--- config.mk ---
export PLATFORM = sky130hd
export DESIGN_NAME = sprite_motion_array_flat
export DESIGN_NICKNAME = d
export VERILOG_FILES = /design/src/rtl/sprite_motion_array_if.sv /design/src/rtl/sprite_motion_array.sv /design/src/flat_wrapper.sv
export SDC_FILE = /design/constraint.sdc
export NUM_CORES = 1
export LEC_CHECK = 0
export BUFFER_PORTS_ARGS = -buffer_cell sky130_fd_sc_hd__buf_2
export CORE_UTILIZATION = 53
export DETAILED_ROUTE_END_ITERATION = 7
export PLACE_DENSITY = 0.77
export SKIP_CTS_REPAIR_TIMING = 1
export SYNTH_ARGS = -nofsm -noshare
export SYNTH_HDL_FRONTEND = slang
export SYNTH_SLANG_ARGS = --single-unit
--- constraint.sdc ---
create_clock -name frame_clk_i -period 4.85 [get_ports frame_clk_i]
set_clock_uncertainty 0.05 [all_clocks]
set_input_delay 1.2125 -clock frame_clk_i [delete_from_list [all_inputs] [get_ports frame_clk_i]]
set_output_delay 1.2125 -clock frame_clk_i [all_outputs]
set_load 0.005 [all_outputs]
--- src/rtl/sprite_motion_array_if.sv ---
// Bus bundle for sprite_motion_array: frame request, object writes and
// the packed position / status outputs.
interface sprite_motion_array_if #(
   parameter int NUM_OBJ = 4,
   parameter int POS_W   = 10,
   parameter int VEL_W   = 8
);
   localparam int IW = (NUM_OBJ > 1) ? $clog2(NUM_OBJ) : 1;

   logic                       frame_tick;
   logic                       wr_en;
   logic                       wr_pos;
   logic [IW-1:0]              wr_idx;
   logic [POS_W-1:0]           wr_x;
   logic [POS_W-1:0]           wr_y;
   logic signed [VEL_W-1:0]    wr_vx;
   logic signed [VEL_W-1:0]    wr_vy;
   logic [NUM_OBJ*POS_W-1:0]   pos_x;
   logic [NUM_OBJ*POS_W-1:0]   pos_y;
   logic [POS_W-1:0]           obj_size;
   logic                       busy;
   logic                       done;
   logic [NUM_OBJ-1:0]         edge_hit;

   modport master (
      output frame_tick, wr_en, wr_pos, wr_idx, wr_x, wr_y, wr_vx, wr_vy,
      input  pos_x, pos_y, obj_size, busy, done, edge_hit
   );

   modport slave (
      input  frame_tick, wr_en, wr_pos, wr_idx, wr_x, wr_y, wr_vx, wr_vy,
      output pos_x, pos_y, obj_size, busy, done, edge_hit
   );
endinterface

--- src/rtl/sprite_motion_array.sv ---
// sprite_motion_array: moves NUM_OBJ objects one frame per frame_tick,
// one object per clock, with bounce / wrap / clamp screen-edge handling.
// Optional sticky per-object boundary flags: define SPRITE_EDGE_EVENT_EN.
//
// state  | meaning
// IDLE   | waiting for frame_tick
// RUN    | updating object idx_q this edge, 0 .. NUM_OBJ-1
// DONE   | one-cycle completion pulse
module sprite_motion_array #(
   parameter int NUM_OBJ   = 4,
   parameter int POS_W     = 10,
   parameter int VEL_W     = 8,
   parameter int X_MIN     = 0,
   parameter int X_MAX     = 639,
   parameter int Y_MIN     = 0,
   parameter int Y_MAX     = 479,
   parameter int X_INIT    = 320,
   parameter int Y_INIT    = 240,
   parameter int SIZE      = 4,
   parameter int EDGE_MODE = 0
) (
   input  logic                   frame_clk_i,
   input  logic                   reset_i,
   sprite_motion_array_if.slave   bus_if
);
   localparam int IW = (NUM_OBJ > 1) ? $clog2(NUM_OBJ) : 1;
   localparam logic signed [VEL_W-1:0] V_MIN = {1'b1, {(VEL_W-1){1'b0}}};
   localparam logic signed [VEL_W-1:0] V_MAX = ~V_MIN;

   typedef enum logic [1:0] {S_IDLE, S_RUN, S_DONE} state_t;

   state_t                  state_q, state_d;
   logic [IW-1:0]           idx_q, idx_d;
   logic [POS_W-1:0]        px_q [NUM_OBJ];
   logic [POS_W-1:0]        px_d [NUM_OBJ];
   logic [POS_W-1:0]        py_q [NUM_OBJ];
   logic [POS_W-1:0]        py_d [NUM_OBJ];
   logic signed [VEL_W-1:0] vx_q [NUM_OBJ];
   logic signed [VEL_W-1:0] vx_d [NUM_OBJ];
   logic signed [VEL_W-1:0] vy_q [NUM_OBJ];
   logic signed [VEL_W-1:0] vy_d [NUM_OBJ];
   logic [NUM_OBJ*POS_W-1:0] px_flat, py_flat;

   // p + v at POS_W+2 bits signed, widened to int for the limit compares
   function automatic int axis_sum(input logic [POS_W-1:0] p,
                                   input logic signed [VEL_W-1:0] v);
      logic signed [POS_W+1:0] n;
      n = $signed({2'b00, p}) + (POS_W+2)'(v);
      return int'(n);
   endfunction

   function automatic logic signed [VEL_W-1:0] abs_sat(input logic signed [VEL_W-1:0] v);
      if (v == V_MIN) return V_MAX;
      return (v < 0) ? -v : v;
   endfunction

   function automatic logic [POS_W-1:0] axis_pos(input logic [POS_W-1:0] p,
                                                 input logic signed [VEL_W-1:0] v,
                                                 input int lo, input int hi);
      int n;
      n = axis_sum(p, v);
      if (EDGE_MODE == 1) begin
         if (n > hi)      return POS_W'(n - (hi - lo + 1));
         else if (n < lo) return POS_W'(n + (hi - lo + 1));
         return POS_W'(n);
      end
      if (n + SIZE > hi)      return POS_W'(hi - SIZE);
      else if (n - SIZE < lo) return POS_W'(lo + SIZE);
      return POS_W'(n);
   endfunction

   function automatic logic signed [VEL_W-1:0] axis_vel(input logic [POS_W-1:0] p,
                                                        input logic signed [VEL_W-1:0] v,
                                                        input int lo, input int hi);
      int n;
      n = axis_sum(p, v);
      if (EDGE_MODE == 1) return v;
      if (n + SIZE > hi)      return (EDGE_MODE == 2) ? '0 : -abs_sat(v);
      else if (n - SIZE < lo) return (EDGE_MODE == 2) ? '0 : abs_sat(v);
      return v;
   endfunction

   // state register
   always_ff @(posedge frame_clk_i) begin
      if (reset_i) begin
         state_q <= S_IDLE;
         idx_q   <= '0;
      end else begin
         state_q <= state_d;
         idx_q   <= idx_d;
      end
   end

   // next-state: ticks outside IDLE are ignored
   always_comb begin
      state_d = state_q;
      idx_d   = idx_q;
      case (state_q)
         S_IDLE: if (bus_if.frame_tick) begin
            state_d = S_RUN;
            idx_d   = '0;
         end
         S_RUN: begin
            idx_d = idx_q + 1'b1;
            if (idx_q == IW'(NUM_OBJ-1)) state_d = S_DONE;
         end
         default: state_d = S_IDLE;
      endcase
   end

   // FSM outputs
   always_comb begin
      bus_if.busy = (state_q == S_RUN);
      bus_if.done = (state_q == S_DONE);
   end

   // object update then host write; the write lands last so it wins
   always_comb begin
      px_d = px_q;
      py_d = py_q;
      vx_d = vx_q;
      vy_d = vy_q;
      if (state_q == S_RUN) begin
         px_d[idx_q] = axis_pos(px_q[idx_q], vx_q[idx_q], X_MIN, X_MAX);
         py_d[idx_q] = axis_pos(py_q[idx_q], vy_q[idx_q], Y_MIN, Y_MAX);
         vx_d[idx_q] = axis_vel(px_q[idx_q], vx_q[idx_q], X_MIN, X_MAX);
         vy_d[idx_q] = axis_vel(py_q[idx_q], vy_q[idx_q], Y_MIN, Y_MAX);
      end
      if (bus_if.wr_en) begin
         if (bus_if.wr_pos) begin
            px_d[bus_if.wr_idx] = bus_if.wr_x;
            py_d[bus_if.wr_idx] = bus_if.wr_y;
         end else begin
            vx_d[bus_if.wr_idx] = bus_if.wr_vx;
            vy_d[bus_if.wr_idx] = bus_if.wr_vy;
         end
      end
   end

   // object state registers
   always_ff @(posedge frame_clk_i) begin
      if (reset_i) begin
         for (int k = 0; k < NUM_OBJ; k++) begin
            px_q[k] <= POS_W'(X_INIT);
            py_q[k] <= POS_W'(Y_INIT);
            vx_q[k] <= '0;
            vy_q[k] <= '0;
         end
      end else begin
         px_q <= px_d;
         py_q <= py_d;
         vx_q <= vx_d;
         vy_q <= vy_d;
      end
   end

   // pack positions, object k at [k*POS_W +: POS_W]
   always_comb begin
      px_flat = '0;
      py_flat = '0;
      for (int k = 0; k < NUM_OBJ; k++) begin
         px_flat[k*POS_W +: POS_W] = px_q[k];
         py_flat[k*POS_W +: POS_W] = py_q[k];
      end
   end

   assign bus_if.pos_x    = px_flat;
   assign bus_if.pos_y    = py_flat;
   assign bus_if.obj_size = POS_W'(SIZE);

`ifdef SPRITE_EDGE_EVENT_EN
   logic [NUM_OBJ-1:0] hit_q, hit_d;

   function automatic logic axis_hit(input logic [POS_W-1:0] p,
                                     input logic signed [VEL_W-1:0] v,
                                     input int lo, input int hi);
      int n;
      n = axis_sum(p, v);
      if (EDGE_MODE == 1) return (n > hi) || (n < lo);
      return (n + SIZE > hi) || (n - SIZE < lo);
   endfunction

   // sticky flags, cleared when a frame is accepted
   always_comb begin
      hit_d = hit_q;
      if (state_q == S_IDLE && bus_if.frame_tick) hit_d = '0;
      if (state_q == S_RUN &&
          (axis_hit(px_q[idx_q], vx_q[idx_q], X_MIN, X_MAX) ||
           axis_hit(py_q[idx_q], vy_q[idx_q], Y_MIN, Y_MAX)))
         hit_d[idx_q] = 1'b1;
   end

   // flag register
   always_ff @(posedge frame_clk_i) begin
      if (reset_i) hit_q <= '0;
      else         hit_q <= hit_d;
   end

   assign bus_if.edge_hit = hit_q;
`else
   assign bus_if.edge_hit = '0;
`endif
endmodule

--- src/flat_wrapper.sv ---
// flat-port wrapper written by rule: the top's interface ports become plain ports
module sprite_motion_array_flat 
#(
   parameter int NUM_OBJ   = 4,
   parameter int POS_W     = 10,
   parameter int VEL_W     = 8,
   parameter int X_MIN     = 0,
   parameter int X_MAX     = 639,
   parameter int Y_MIN     = 0,
   parameter int Y_MAX     = 479,
   parameter int X_INIT    = 320,
   parameter int Y_INIT    = 240,
   parameter int SIZE      = 4,
   parameter int EDGE_MODE = 0
)
  (frame_clk_i, reset_i, bus_if_frame_tick, bus_if_wr_en, bus_if_wr_pos, bus_if_wr_idx, bus_if_wr_x, bus_if_wr_y, bus_if_wr_vx, bus_if_wr_vy, bus_if_pos_x, bus_if_pos_y, bus_if_obj_size, bus_if_busy, bus_if_done, bus_if_edge_hit);
  sprite_motion_array_if #(.NUM_OBJ(NUM_OBJ), .POS_W(POS_W), .VEL_W(VEL_W)) bus_if_i ();
  input  logic frame_clk_i;
  input  logic reset_i;
  input wire logic [$bits(bus_if_i.frame_tick)-1:0] bus_if_frame_tick;
  input wire logic [$bits(bus_if_i.wr_en)-1:0] bus_if_wr_en;
  input wire logic [$bits(bus_if_i.wr_pos)-1:0] bus_if_wr_pos;
  input wire logic [$bits(bus_if_i.wr_idx)-1:0] bus_if_wr_idx;
  input wire logic [$bits(bus_if_i.wr_x)-1:0] bus_if_wr_x;
  input wire logic [$bits(bus_if_i.wr_y)-1:0] bus_if_wr_y;
  input wire logic [$bits(bus_if_i.wr_vx)-1:0] bus_if_wr_vx;
  input wire logic [$bits(bus_if_i.wr_vy)-1:0] bus_if_wr_vy;
  output wire logic [$bits(bus_if_i.pos_x)-1:0] bus_if_pos_x;
  output wire logic [$bits(bus_if_i.pos_y)-1:0] bus_if_pos_y;
  output wire logic [$bits(bus_if_i.obj_size)-1:0] bus_if_obj_size;
  output wire logic [$bits(bus_if_i.busy)-1:0] bus_if_busy;
  output wire logic [$bits(bus_if_i.done)-1:0] bus_if_done;
  output wire logic [$bits(bus_if_i.edge_hit)-1:0] bus_if_edge_hit;
  assign bus_if_i.frame_tick = bus_if_frame_tick;
  assign bus_if_i.wr_en = bus_if_wr_en;
  assign bus_if_i.wr_pos = bus_if_wr_pos;
  assign bus_if_i.wr_idx = bus_if_wr_idx;
  assign bus_if_i.wr_x = bus_if_wr_x;
  assign bus_if_i.wr_y = bus_if_wr_y;
  assign bus_if_i.wr_vx = bus_if_wr_vx;
  assign bus_if_i.wr_vy = bus_if_wr_vy;
  assign bus_if_pos_x = bus_if_i.pos_x;
  assign bus_if_pos_y = bus_if_i.pos_y;
  assign bus_if_obj_size = bus_if_i.obj_size;
  assign bus_if_busy = bus_if_i.busy;
  assign bus_if_done = bus_if_i.done;
  assign bus_if_edge_hit = bus_if_i.edge_hit;
  sprite_motion_array #(.NUM_OBJ(NUM_OBJ), .POS_W(POS_W), .VEL_W(VEL_W), .X_MIN(X_MIN), .X_MAX(X_MAX), .Y_MIN(Y_MIN), .Y_MAX(Y_MAX), .X_INIT(X_INIT), .Y_INIT(Y_INIT), .SIZE(SIZE), .EDGE_MODE(EDGE_MODE)) u_core (.frame_clk_i(frame_clk_i), .reset_i(reset_i), .bus_if(bus_if_i));
endmodule
Word level (Yosys, flattened, before mapping)
Cells that the tools add are included.

operators by class
  $add $sub $neg = 11
  magnitude comparators = 10
  equal/unequal tests = 7
  muxes and demuxes = 91
  bitwise logic cells = 2
  reduce and logical (&&, ||, !) cells = 6

operator list
  kind                                                                               number
  40-bit two-way mux                                                                 6
  8-bit two-way mux                                                                  26
  32-bit two-way mux                                                                 6
  40-bit bitwise mux                                                                 4
  10-bit two-way mux                                                                 14
  32-bit bitwise mux                                                                 4
  32-bit by 1-bit < comparator with 1-bit output, second input constant              2
  10-bit binary-select mux with 2-bit select                                         2
  10-bit demux with 2-bit select                                                     2
  8-bit binary-select mux with 2-bit select                                          2
  8-bit demux with 2-bit select                                                      2
  32-bit by 10-bit greater-than comparator with 1-bit output, second input constant  1
  32-bit by 11-bit greater-than comparator with 1-bit output, second input constant  1
  8-bit negator                                                                      4
  12-bit by 4-bit adder with 13-bit output, second input constant                    2
  12-bit by 4-bit subtractor with 13-bit output, second input constant               2
  11-bit by 8-bit adder with 12-bit output                                           2
  1-bit two-way mux                                                                  18
  8-bit equality test, second input constant                                         2
  8-bit by 1-bit < comparator with 1-bit output, second input constant               2
  2-bit case mux with 2 select lines                                                 2
  3-bit >= comparator, second input constant                                         2
  3-bit by 1-bit < comparator with 1-bit output, second input constant               2
  2-bit two-way mux                                                                  3
  10 further kinds                                                                   14

word-level totals
  register bits = 148
  logic and storage cells = 145

Logic depth before layout (Yosys ltp)
Gate-level depths: netlist of run 1.

  word-level depth = 21
  depth in mapped cells = 20
  mapped depth without buffers = 14

Least setup slack after synthesis of run 1
No wires, ideal clock.

  path kind = flip-flop to flip-flop
  start = reg u_core.idx_q[0]
  end = reg u_core.vy_q[10] (netlist name)
  arrival time = 4917 ps
  required time = 4713 ps
  path slack = -204 ps
  stages on the path, launching flop included = 17
  buffers on the path = 5
  path through = dfxtp_1 -> buf_6 -> buf_6 -> buf_6 -> buf_1 -> mux4_2 -> ha_1 -> buf_2 -> a2111oi_2 -> a21oi_2 -> xnor2_1 -> or4b_4 -> a211oi_2 -> mux2_2 -> a2111oi_2 -> o21ai_1 -> o31ai_1

on the way
  cells in the longest elaborated chain, start to end = 20
  elaborated cells between the ends (all ways) = 44

ends and longest elaborated chain
  what                                                                                                     line                        source
  start, declared                                                                                          sprite_motion_array.sv:33   logic [IW-1:0] idx_q, idx_d;
  start signal, assigned                                                                                   sprite_motion_array.sv:90   idx_q <= idx_d;
  2-bit NOT with 3-bit output (not written as such) *                                                      sprite_motion_array.sv:127  vy_d[idx_q] = axis_vel(py_q[idx_q], vy_q[idx_q], Y_MIN, Y_MAX);
  parallel branches: the longest is 14 deep, another holds 32-bit by 1-bit < comparator with 1-bit output  --
  32-bit bitwise mux *                                                                                     sprite_motion_array.sv:127
  32-bit two-way mux *                                                                                     sprite_motion_array.sv:123  if (state_q == S_RUN) begin
  32-bit bitwise mux                                                                                       sprite_motion_array.sv:135  vy_d[bus_if.wr_idx] = bus_if.wr_vy;
  32-bit two-way mux                                                                                       sprite_motion_array.sv:130  if (bus_if.wr_pos) begin
  32-bit two-way mux *                                                                                     sprite_motion_array.sv:129  if (bus_if.wr_en) begin
  end signal, assigned                                                                                     sprite_motion_array.sv:153  vy_q <= vy_d;
  end, declared                                                                                            sprite_motion_array.sv:40   logic signed [VEL_W-1:0] vy_q [NUM_OBJ];

Mark *: on every way between the ends. The select of a mux whose other input is x is not followed.
A chain may end at the register's enable or synchronous reset.

Final worst setup path of run 1
  start = reg u_core.idx_q[0]
  end = reg u_core.py_q (netlist bit u_core.bus_if.pos_y[2])

on the way
  cells in the longest elaborated chain, start to end = 17
  elaborated cells between the ends (all ways) = 28

ends and longest elaborated chain
  what                                                                                                     line                        source
  2-bit NOT with 3-bit output (not written as such) *                                                      sprite_motion_array.sv:125  py_d[idx_q] = axis_pos(py_q[idx_q], vy_q[idx_q], Y_MIN, Y_MAX);
  10-bit binary-select mux with 2-bit select or 8-bit binary-select mux with 2-bit select (tied branches)  sprite_motion_array.sv:125
  10-bit two-way mux (not written as such) or 8-bit two-way mux (tied branches) (2 in a row)               sprite_motion_array.sv:125
  11-bit by 8-bit adder with 12-bit output                                                                 sprite_motion_array.sv:48   n = $signed({2'b00, p}) + (POS_W+2)'(v);
  12-bit by 4-bit subtractor with 13-bit output                                                            sprite_motion_array.sv:68   else if (n - SIZE < lo) return POS_W'(lo + SIZE);
  32-bit by 1-bit < comparator with 1-bit output                                                           sprite_motion_array.sv:68
  1-bit two-way mux                                                                                        sprite_motion_array.sv:68
  1-bit two-way mux                                                                                        sprite_motion_array.sv:67   if (n + SIZE > hi) return POS_W'(hi - SIZE);
  1-bit two-way mux                                                                                        sprite_motion_array.sv:123
  10-bit two-way mux                                                                                       sprite_motion_array.sv:69   return POS_W'(n);
  10-bit two-way mux                                                                                       sprite_motion_array.sv:123
  40-bit bitwise mux *                                                                                     sprite_motion_array.sv:125
  40-bit two-way mux *                                                                                     sprite_motion_array.sv:123
  40-bit bitwise mux                                                                                       sprite_motion_array.sv:132  py_d[bus_if.wr_idx] = bus_if.wr_y;
  40-bit two-way mux                                                                                       sprite_motion_array.sv:130
  40-bit two-way mux *                                                                                     sprite_motion_array.sv:129
  end signal, assigned by index                                                                            sprite_motion_array.sv:145  py_q[k] <= POS_W'(Y_INIT);
  end signal, assigned                                                                                     sprite_motion_array.sv:151  py_q <= py_d;
  end, declared                                                                                            sprite_motion_array.sv:36   logic [POS_W-1:0] py_q [NUM_OBJ];

Mark *: on every way between the ends. The rest lies on a longest branch, timed or not. The select of a mux whose other input is x is not followed.

==> results of run 1 <==
[placed cells by master, fill, tap and decap left out, types with 10 or more instances in the layout]
cell type	count
xor2_1	11
nor3_1	13
o21ai_0	60
o2bb2ai_1	10
xnor2_1	10
a21oi_1	132
nand2b_1	10
conb_1	14
a211oi_1	52
buf_4	41
a211o_1	22
mux4_2	34
o31ai_1	10
nor2b_1	11
o21ai_1	17
buf_2	123
a21o_1	18
o22ai_1	13
a311oi_1	12
inv_1	26
dfxtp_1	146
mux2i_1	18
clkbuf_16	17
nand3_1	17
nand2_1	137
ha_1	30
o211ai_1	24
nor2_1	137
[metrics by stage]
stage | cells | hold WS (ns) | total power, mW | utilization
finish | 1577 | 0.4249 | 4.222 | 0.6202
global route | 1577 | 0.4583 | 4.389 | 0.6202
CTS | 1572 | 0.4194 | 4.154 | 0.6179
detailed placement | 1540 | 0.4135 | 2.722 | 0.5838
global placement | 1540 | 0.3998 | 2.694 | 0.5838
floorplan | 1245 | 0.3838 | 2.345 | -
[power groups by stage]
stage | clock network (mW) | logic [mW] | registers, mW
global route | 1.50 | 1.54 | 1.36
floorplan | 0 | 0.986 | 1.36
finish | 1.45 | 1.42 | 1.35
detailed placement | 0 | 1.35 | 1.37
global placement | 0 | 1.32 | 1.37
CTS | 1.44 | 1.36 | 1.35
[worst register-to-register path, stage by stage, from the launching register on]
cell and delay (ns):
dfxtp_2 0.35, buf_12 0.23, buf_4 0.24, mux4_2 0.56, ha_1 0.32, a21o_1 0.18, and4_1 0.24, or3_1 0.36
a2111oi_0 0.54, nand4b_1 0.29, o21ai_0 0.54, a21oi_1 0.27, a211oi_1 0.30, a21oi_1 0.06, nor2_1 0.08
[path summary, 6_finish.rpt]
| path | end | slack (ns) |
|---|---|---|
| max | u_core.bus_if.pos_y[2] | 0.17 |
| min | u_core.state_q[0] | 0.42 |
| max reg2reg | u_core.bus_if.pos_y[2] | 0.17 |
| min reg2reg | u_core.state_q[0] | 0.42 |
[state kept, by name, summed over array words and instances (netlist names)]
register,flops
u_core.bus_if.pos_x,40
u_core.bus_if.pos_y,40
u_core.vx_q,32
u_core.vy_q,32
u_core.idx_q,2
u_core.state_q,2
[metal layers]
layer / routed length [um] / share of wire / up-vias
met2: 15330 / 0.44 / 742
met4: 1506 / 0.044 / 0
met5: 0 / 0 / -
li1: - / - / 4756
met1: 13770 / 0.40 / 5001
met3: 3975 / 0.11 / 111
[logic make-up after synthesis]
| group | after synthesis | share of synthesized area |
|---|---|---|
| adder cells (fa/ha/maj) | 32 | 0.04116 |
| AO/OA/AOI/OAI | 454 | 0.3073 |
| other | 2 | 0.0007440 |
| multiplexers | 58 | 0.1023 |
| buffers and inverters | 132 | 0.06024 |
| AND/OR/NAND/NOR | 384 | 0.1740 |
| flip-flops | 148 | 0.2935 |
| XOR/XNOR | 23 | 0.02070 |
[cell type report]
class                      instances  area share
sequential                       148      0.2556
tap                              234     0.02524
multi-input combinational        965      0.5697
antenna                            2   0.0004314
clock buffer                      17     0.03667
clock inverter                    15     0.01823
timing repair buffer             167     0.08477
inverter                          29    0.009383
==> impl_metrics.csv, run 1 <==
group,metric,value,unit
worst_setup_path,cp-start-kind,"flop",
clock_network,cts_root_buf,"clkbuf_16",
synth,ys_ff_latch,148,
grt,grt_overflow,0,
worst_setup_path,cpMostUsedCell,"a21oi_1",
clock_network,clock_latency,0.44,ns
finish,final_area,11600,um^2
route,drtIter0Drc,1237,
route,drc,0,
worst_setup_path,max_stage_delay,0.55,ns
sta,worstMarginPinSlew,0.8997,ns
sta,report.final.setup_viol,0,
synth,synth.cell_area,10090,um^2
worst_setup_path,timing.rr.start,"u_core.idx_q[0]",
clock_network,path_clk_slew,0.07,ns
worst_setup_path,cp.depth,14,
grt,met2_usage,0.5411,
grt,grt_pass1_vias,9889,
sta,timing.fmax,213.9,MHz
synth,syn-instance-count,1233,
clock_network,cts_tree,"yes",
min_path,min-delay-start,"u_core.state_q[1]",
route,vias_per_cell,6.728,
floorplan,die_y,140,um
finish,num-fill-cells,1583,
route,drt-total-wl,34580,um
synth,yosysTopAreaCell,"dfxtp_1",
place,dp_hpwl,23900,um
synth,ys_top_cells_by_count,"dfxtp_1 (148), nand2_1 (137), nor2_1 (137)",
floorplan,die_w,140,um
synth,yosysMostFrequentCell,"dfxtp_1",
floorplan,rows,50,
grt,grt_max_degree,50,
worst_setup_path,cp_top_family,"compound AO/OA/AOI/OAI gates",
power,p_sw_frac,0.3756,
sta,finalCritPeriodShare,0.9642,
power,power.share.sequential,0.320,
power,power.leakage,4.593,nW
synth,synth_cell_types,88,
grt,grt_antenna_before_repair,2,
finish,multi_input_area,6609,um^2
clock_network,cts_max_level,4,
power,power_switching,1.586,mW
worst_setup_path,path_max_fanout,23,
worst_setup_path,crit_path_end_kind,"flop",
synth,synth-edff-count,0,
route,wl_per_cell,21.93,um
power,p_int,2.636,mW
sta,maxSlewViolCount,0,
place,place_congestion,1.021,
finish,ff_latch_area,2965,um^2
clock_network,clock_path_buffers,2,
synth,avgSynthCellArea,8.186,um^2
sta,finalWorstSetupSlack,0.1739,ns
grt,gr-usage-met1,0.4593,
route,vias,10610,
worst_setup_path,required,5.17,ns
synth,synthFlopType,"dfxtp_1",
floorplan,dieArea,19600,um^2
worst_setup_path,cp_num_buf_inv,2,
route,dr.pass1.iters,5,
sta,fin_setup_tns,0,ns
grt,gr-usage-all-layers,0.3533,
grt,busiest_layer,"met2",
floorplan,coreArea,18710,um^2
worst_setup_path,critPathLaunch,"u_core.idx_q[0]",
clock_network,cts_buffers,17,
worst_setup_path,slowest_stage,"mux4_2",
synth,ys_warn_count,0,
power,combinationalPowerShare,0.337,
power,clkPwrFrac,0.343,
place,io_buffers,124,
grt,use_met3,0.08786,
place,placed_cell_area,10920,um^2
status,outcome,"finished, final reports clean",
run,drv_cap,0,
place,dp_slack,0.1314,ns
min_path,holdPathStages,1,
power,max-vdd-ir-drop,0.2812,mV
finish,nets,1403,
synth,synth_top_area_frac,0.2935,
worst_setup_path,path_cells,"buf_12 > buf_4 > mux4_2 > ha_1 > a21o_1 > and4_1 > or3_1 > a2111oi_0 > nand4b_1 > o21ai_0 > a21oi_1 > a211oi_1 > a21oi_1 > nor2_1",
worst_setup_path,critPathKind,"reg -> reg",
power,p_per_area,363.9,nW/um^2
synth,async_flop_share,0,
min_path,hold_path_class,"reg -> reg",
floorplan,pin_count,139,
sta,relSlewSlack,0.3969,
synth,seq_area_frac_synth,0.2935,
clock_network,clock_sinks,148,
finish,area_growth,14.94,%
floorplan,start_util,0.5396,
finish,drive_above_1_share,0.2081,
synth,ys_top_cells_by_area,"dfxtp_1 (29%), mux4_2 (7.6%), a21oi_1 (6.5%), nand2_1 (5.1%), nor2_1 (5.1%)",
sta,min_period,4.676,ns
worst_setup_path,crit_arrival,5.00,ns
sta,finalHoldViolCount,0,
grt,grt_pass1_wl,54070,um
worst_setup_path,r2r_cells,14,
route,antenna_left,0,
Note: power is estimated with default switching activity, not from simulation.
==> inputs of run 2 (changes only) <==
--- a/config.mk
+++ b/config.mk
@@ -6,6 +6,7 @@
 export NUM_CORES = 1
 export LEC_CHECK = 0
 export BUFFER_PORTS_ARGS = -buffer_cell sky130_fd_sc_hd__buf_2
+export CORE_MARGIN = 2
 export CORE_UTILIZATION = 53
 export DETAILED_ROUTE_END_ITERATION = 7
 export PLACE_DENSITY = 0.77
==> run 2 against run 1 <==
  * Final cell count is 0.13% higher
  * Non-clock buffer count is 4 higher
  * Global-route usage is 1.8 points lower
  * Design area is 0.28% higher
  * Via count hardly changed
  * Clock-buffer cell count is 2 higher
  * Critical path depth stayed put
  * Sequential power hardly changed
  * Power is 0.98% higher
  * Largest power group unchanged
  * Highest routed layer unchanged
==> impl_metrics.csv, run 2 (synthesized netlist as in run 1, its figures left out) <==
group,metric,value,unit
power,power_switching,1.564,mW
min_path,hold_path_class,"reg -> reg",
route,dr.pass1.iters,6,
worst_setup_path,critPathKind,"reg -> reg",
clock_network,cts_tree,"yes",
route,drtIter0Drc,1158,
floorplan,die_y,142,um
floorplan,die_w,142,um
finish,layout.cells.most_common,"dfxtp_1",
route,wl_per_cell,21.65,um
sta,grt_setup_unrepaired,"false",
floorplan,start_util,0.5396,
floorplan,dieArea,20160,um^2
grt,grt_antenna_before_repair,0,
worst_setup_path,cp-start-kind,"flop",
min_path,holdPathStages,1,
clock_network,cts_max_level,4,
grt,grt_pass1_vias,9878,
power,p_sw_frac,0.3669,
clock_network,cts_buffers,17,
clock_network,path_clk_slew,0.06,ns
place,place_congestion,1.017,
grt,grt_pass1_wl,53270,um
grt,grt_overflow,0,
route,drc,0,
sta,finalCritPeriodShare,0.9689,
route,vias,10620,
sta,fin_setup_tns,0,ns
grt,gr-usage-all-layers,0.3356,
finish,nets,1407,
finish,area_growth,15.26,%
clock_network,clock_latency,0.44,ns
power,combinationalPowerShare,0.339,
route,vias_per_cell,6.723,
route,antenna_left,0,
finish,drive_above_1_share,0.2089,
power,power.share.sequential,0.317,
place,io_buffers,124,
sta,timing.fmax,212.8,MHz
floorplan,rows,50,
finish,final_cell_mix,"dfxtp_1 (146), nor2_1 (137), nand2_1 (137)",
worst_setup_path,required,5.13,ns
clock_network,clock_sinks,148,
finish,finish.utilization,0.6219,
floorplan,coreArea,18710,um^2
power,p_int,2.699,mW
route,drt-total-wl,34180,um
sta,relSlewSlack,0.2409,
place,dp_hpwl,24180,um
sta,report.final.setup_viol,0,
power,power.leakage,4.623,nW
finish,num_antenna_cells,0,
sta,maxSlewViolCount,0,
power,clkPwrFrac,0.344,
worst_setup_path,path_max_fanout,20,
clock_network,clock_path_buffers,2,
sta,worstMarginPinSlew,1.134,ns
run,drv_cap,0,
sta,finalHoldViolCount,0,
sta,min_period,4.699,ns
clock_network,cts_root_buf,"clkbuf_16",
worst_setup_path,crit_arrival,4.98,ns
worst_setup_path,crit_path_end_kind,"flop",
power,max-vdd-ir-drop,0.2690,mV
floorplan,pin_count,139,
worst_setup_path,r2r_cells,14,
power,p_per_area,366.5,nW/um^2
grt,grt_max_degree,68,
status,outcome,"finished, final reports clean",
==> run 2: final cells by class <==
class	count	area, um^2
well taps	234	292.8
clock buffers	19	442.9
repair buffers	171	1013
clock inverters	13	196.4
multi-input cells	965	6614
flip-flops and latches	148	2965
inverters	29	108.9
fillers	1625	7072
==> run 2: worst paths after layout <==
check / from / endpoint / slack [ns]
worst max-delay path: u_core.idx_q[0] / u_core.bus_if.pos_x[33] / 0.15
worst min-delay path: u_core.state_q[1] / u_core.state_q[0] / 0.43
worst max register to register: u_core.idx_q[0] / u_core.bus_if.pos_x[33] / 0.15
worst min register to register: u_core.state_q[1] / u_core.state_q[0] / 0.43
==> run 2: power groups by stage <==
| stage | combinational [mW] | sequential (mW) | clock (mW) |
|---|---|---|---|
| floorplan | 0.986 | 1.36 | 0 |
| global placement | 1.34 | 1.37 | 0 |
| detailed placement | 1.37 | 1.37 | 0 |
| CTS | 1.38 | 1.35 | 1.46 |
| global route | 1.55 | 1.36 | 1.51 |
| finish | 1.45 | 1.35 | 1.47 |
==> run 2: critical path: stages (launching register included) <==
cell and delay (ns):
dfxtp_2 0.37, buf_12 0.22, mux4_1 0.74, ha_1 0.41, a21o_1 0.22, o32ai_1 0.39
xor2_1 0.28, buf_4 0.20, nand2_1 0.08, o31ai_1 0.48, a21oi_1 0.13, buf_4 0.22
a21oi_1 0.44, a21oi_1 0.13, o21a_1 0.19
==> run 2: layer usage <==
layer	wire (um)	track usage	share of wire
met5	0	0	0
met4	1476	0.1637	0.043
met3	3954	0.07032	0.12
met2	15390	0.5301	0.45
met1	13360	0.4385	0.39
==> run 2: per-stage QoR <==
stage / power [mW] / area [um^2] / instances / hold WS (ns) / setup slack [ns]
global placement: 2.718 / 10960 / 1545 / 0.3969 / 0.3813
global route: 4.417 / 11630 / 1579 / 0.4736 / 0.02663
CTS: 4.187 / 11600 / 1577 / 0.4223 / 0.2309
finish: 4.263 / 11630 / 1579 / 0.4265 / 0.1511
floorplan: 2.345 / 10140 / 1245 / 0.3838 / 0.07192
detailed placement: 2.742 / 10960 / 1545 / 0.4132 / 0.2622
